==> src/rtl/rf_write_arbiter.sv <==
// Register-file write-port arbiter: pipeline writeback vs one-entry MD buffer.
// Optional RF_ZERO_FILTER_EN suppresses RF writes to address 0.
module rf_write_arbiter #(
  parameter int AWL        = 5,
  parameter int DWL        = 32,
  parameter int STARVE_LIM = 4
) (
  input  logic           CLK,
  input  logic           RSTN,
  input  logic           WBWE,
  input  logic [AWL-1:0] WBWA,
  input  logic [DWL-1:0] WBWD,
  input  logic           MDVALID,
  input  logic [AWL-1:0] MDWA,
  input  logic [DWL-1:0] MDWD,
  output logic           MDREADY,
  output logic           RFWE,
  output logic [AWL-1:0] RFWA,
  output logic [DWL-1:0] RFWD,
  output logic           BUFV,
  output logic [AWL-1:0] BUFWA,
  output logic           STALLREQ
);

  typedef enum logic [1:0] {
    EMPTY,
    HELD,
    FORCE
  } state_t;

  localparam logic [3:0] LIM = 4'(STARVE_LIM);

  state_t         state;
  logic [AWL-1:0] buf_wa;
  logic [DWL-1:0] buf_wd;
  logic [3:0]     cnt;
  logic [3:0]     cnt_nxt;
  logic           wb_go;
  logic           buf_keep;
  logic           drain;

`ifdef RF_ZERO_FILTER_EN
  // Address-0 writes complete but never reach the RF port.
  assign wb_go    = WBWE && (WBWA != '0);
  assign buf_keep = (buf_wa != '0);
`else
  assign wb_go    = WBWE;
  assign buf_keep = 1'b1;
`endif

  assign drain    = (state != EMPTY) && !wb_go;
  assign cnt_nxt  = cnt + 4'd1;
  assign MDREADY  = (state == EMPTY);
  assign BUFV     = (state != EMPTY);
  assign BUFWA    = BUFV ? buf_wa : '0;
  assign STALLREQ = (state == FORCE);

  always_ff @(posedge CLK) begin
    if (!RSTN) begin
      state  <= EMPTY;
      RFWE   <= 1'b0;
      RFWA   <= '0;
      RFWD   <= '0;
      buf_wa <= '0;
      buf_wd <= '0;
      cnt    <= '0;
    end else begin
      if (wb_go) begin
        RFWE <= 1'b1;
        RFWA <= WBWA;
        RFWD <= WBWD;
      end else if (drain && buf_keep) begin
        RFWE <= 1'b1;
        RFWA <= buf_wa;
        RFWD <= buf_wd;
      end else begin
        RFWE <= 1'b0;
      end

      unique case (state)
        EMPTY: begin
          if (MDVALID) begin
            buf_wa <= MDWA;
            buf_wd <= MDWD;
            cnt    <= '0;
            state  <= HELD;
          end
        end
        HELD: begin
          if (drain) begin
            state <= EMPTY;
          end else if (cnt_nxt >= LIM) begin
            cnt   <= LIM;
            state <= FORCE;
          end else begin
            cnt <= cnt_nxt;
          end
        end
        FORCE: begin
          if (drain) state <= EMPTY;
        end
        default: state <= EMPTY;
      endcase
    end
  end

endmodule

==> config.mk <==
export PLATFORM = sky130hd
export DESIGN_NAME = rf_write_arbiter
export DESIGN_NICKNAME = d
export VERILOG_FILES = /design/src/rtl/rf_write_arbiter.sv
export SDC_FILE = /design/constraint.sdc
export NUM_CORES = 1
export LEC_CHECK = 0
export CAP_MARGIN = 20
export CORE_MARGIN = 2
export CORE_UTILIZATION = 40
export CTS_CLUSTER_SIZE = 20
export DETAILED_ROUTE_END_ITERATION = 12
export MAX_ROUTING_LAYER = met4
export PLACE_DENSITY = 0.78
export SETUP_SLACK_MARGIN = 0.4
export SLEW_MARGIN = 15
export SYNTH_ARGS = -nofsm -noshare
export SYNTH_HDL_FRONTEND = slang
export SYNTH_SLANG_ARGS = --single-unit
==> constraint.sdc <==
create_clock -name CLK -period 1.96 [get_ports CLK]
set_clock_uncertainty 0.15 [all_clocks]
set_input_delay 0.294 -clock CLK [delete_from_list [all_inputs] [get_ports CLK]]
set_output_delay 0.294 -clock CLK [all_outputs]
set_load 0.01 [all_outputs]
==> impl_metrics.tcl <==
set metrics [dict create \
    outcome "complete, no violations" \
    dp.final_hpwl_mm 6.31 \
    wirelength_mm 10.3 \
    placed_cells 616 \
    seq_area_frac_synth_pct 47.8 \
    design.core.area_mm2 0.00822 \
    start_kind "flop" \
    synth_area_leaders "dfxtp_1, nand2_1, a21oi_1" \
    final.setup.tns_ns 0 \
    postRouteAntennaNets 0 \
    initial_core_util_pct 41.3 \
    syn-mean-instance-area_um2 8.36 \
    vias_per_cell 5.19 \
    crit_slowest_cell "dfxtp_2" \
    yosys_warnings 0 \
    first_pass_iters 4 \
    synth_nets 485 \
    power_per_cell_area_mw_per_mm2 830 \
    drt_iter0_drc 117 \
    rsz0062_at_grt "true" \
    ir_worst_vdd_mv 0.399 \
    syn2layout_area_growth_pct 59.0 \
    fp.dieW_um 96.1 \
    synth_edf_count 0 \
    clk_pin_slew_worst_paths_ns 0.08 \
    power_w 0.00448 \
    antenna_found_initial 0 \
    path_class "reg2out" \
    n_antenna_cell 0 \
    cts_root_buffer "clkbuf_8" \
    setup_viol 0 \
    cts_tree "done" \
    min_period_ns 1.67 \
    hp-start "buf_wd[21]$_SDFFE_PN0P_" \
    synthMostInstantiatedCell "nand2_1" \
    wl_per_cell_um 15.8 \
    syn-cell-area_mm2 0.00339 \
    period_share_pct 85.2 \
    cp-end-kind "output pin" \
    h-tree-depth 3 \
    final_util_pct 65.7 \
    worst-path-max-fanout 3 \
    cts_buffer_depth 2 \
    instances_no_fill 654 \
    slew_headroom_pct 73.2 \
    hp-class "reg2reg" \
    critPathMaxStageDelay_ns 0.33 \
    required_ns 1.52 \
    grt_overflow 0 \
    std_cell_rows 33 \
    yosysUniqueCellTypes 38 \
    finalMaxSlewViolations 0 \
    clkLatencyLatePin_ns 0.35 \
    clock_sinks 81 \
    worst_pin_slew_ns 0.401 \
    grt_pass1_vias 3071 \
    grt_pass1_wl_mm 14.3 \
    fin_hold_ws_ns 0.309 \
    worst_ep_arrival_time_ns 1.23 \
    reg2reg_from "state[1]$_SDFFE_PN0P_" \
    fin_nets 623 \
    hold_viol 0 \
    layout-drive-gt1-share_pct 20.0 \
    cts_made_buffers 9 \
    maxClockFrequency_mhz 599 \
    p_leak_nw 2.20 \
    grt_usage_pct 20.4 \
    synthesis.instances 406 \
    die_h_um 96.1 \
    ys_ff_latch 81 \
    vias 3392 \
    worstSetupStartpoint "state[0]$_SDFFE_PN0P_" \
    netlist.area_leader.share_pct 47.8 \
    synth_ff_type "dfxtp_1" \
    cp_num_buf_inv 2 \
    async_flop_share_pct 0 \
    maxCapViolCount 0 \
    die_area_mm2 0.00924 \
    grt_max_degree 39 \
    worstPathCellList "or2_4 > buf_12 > buf_6" \
    drc_errors 0 \
    synthTopCellsByCount "nand2_1, dfxtp_1, a21oi_1" \
    synth_top_cell_by_area "dfxtp_1" \
    cp_top_family "flip-flops" \
    gp_congestion 0.739 \
    ios 124 \
    io_buffers 123 \
]
routing by layer:
metal | vias to the layer above | GRT usage, % | share of wire [%]
met5 | - | - | 0
met4 | 0 | 7.62 | 1.8
met3 | 16 | 3.60 | 6.0
met2 | 113 | 34.0 | 50
met1 | 1611 | 24.7 | 42
li1 | 1652 | - | -
registers in the layout, indices dropped and copies added, names as in the netlist:
signal  count
RFWA        5
RFWD       32
RFWE        1
buf_wa      5
buf_wd     32
cnt         4
state       2
worst register-to-register path, stage by stage, from the launching register on:
cell and delay (ns):
dfxtp_2 0.34, buf_6 0.13, buf_6 0.11, or3b_4 0.47, clkbuf_16 0.20, nand2_1 0.07, a21oi_1 0.07
timing repair:
action,4_1_cts,5_1_grt
resized for setup,79,51
hold endpoints to repair,0,0
pin swaps,2,23
setup buffers,7,9
hold buffers,0,0
setup endpoints to repair,75,63
gates cloned,0,6
power by group:
| group | switching (W) | total (W) | internal (W) |
|---|---|---|---|
| clock | 0.000622 | 0.00164 | 0.00102 |
| sequential | 0.0000727 | 0.00184 | 0.00177 |
| combinational | 0.000475 | 0.00100 | 0.000525 |
logic make-up (layout without fill, tap and decap cells):
group | Yosys count | in the layout | share of synthesized area, %
AND/OR/NAND/NOR | 184 | 184 | 22.0
AO/OA/AOI/OAI | 100 | 100 | 22.0
flip-flops | 81 | 81 | 47.8
buffers and inverters | 36 | 179 | 6.78
XOR/XNOR | 3 | 3 | 0.774
adder cells (fa/ha/maj) | 1 | 1 | 0.369
multiplexers | 1 | 1 | 0.295
metrics by stage:
stage	setup WS (ns)	cell area [µm²]
after floorplan	0.566	3390
after global placement	0.156	4730
after detailed placement	0.129	4730
after CTS	0.256	5020
after global routing	0.271	5400
final	0.291	5400
area by class of cell:
type / count / area [µm²]
multi-input cells: 289 / 1670
well taps: 105 / 131
fillers: 689 / 2820
flip-flops and latches: 81 / 1620
repair buffers: 160 / 1670
clock inverters: 6 / 138
inverters: 3 / 23.8
clock buffers: 10 / 138
path summary, 6_finish.rpt:
check,slack [ns],endpoint,cells after the start
min reg2reg,0.31,buf_wd[21]$_SDFFE_PN0P_,2
min,0.31,buf_wd[21]$_SDFFE_PN0P_,2
max reg2reg,0.32,buf_wa[0]$_SDFFE_PN0P_,6
max,0.29,BUFV,3
cells in the final DEF (no fill, tap or decap), types with 9 or more instances in the layout:
cell	count
nand2_1	126
clkdlybuf4s50_1	77
a21oi_1	39
dfxtp_1	79
buf_4	13
clkbuf_8	10
a311oi_1	17
nand2_4	9
nor2_1	33
dlygate4sd2_1	38
a311oi_2	15
a21oi_2	10
buf_12	10
buf_6	13
(Power assumes the default switching activity.)
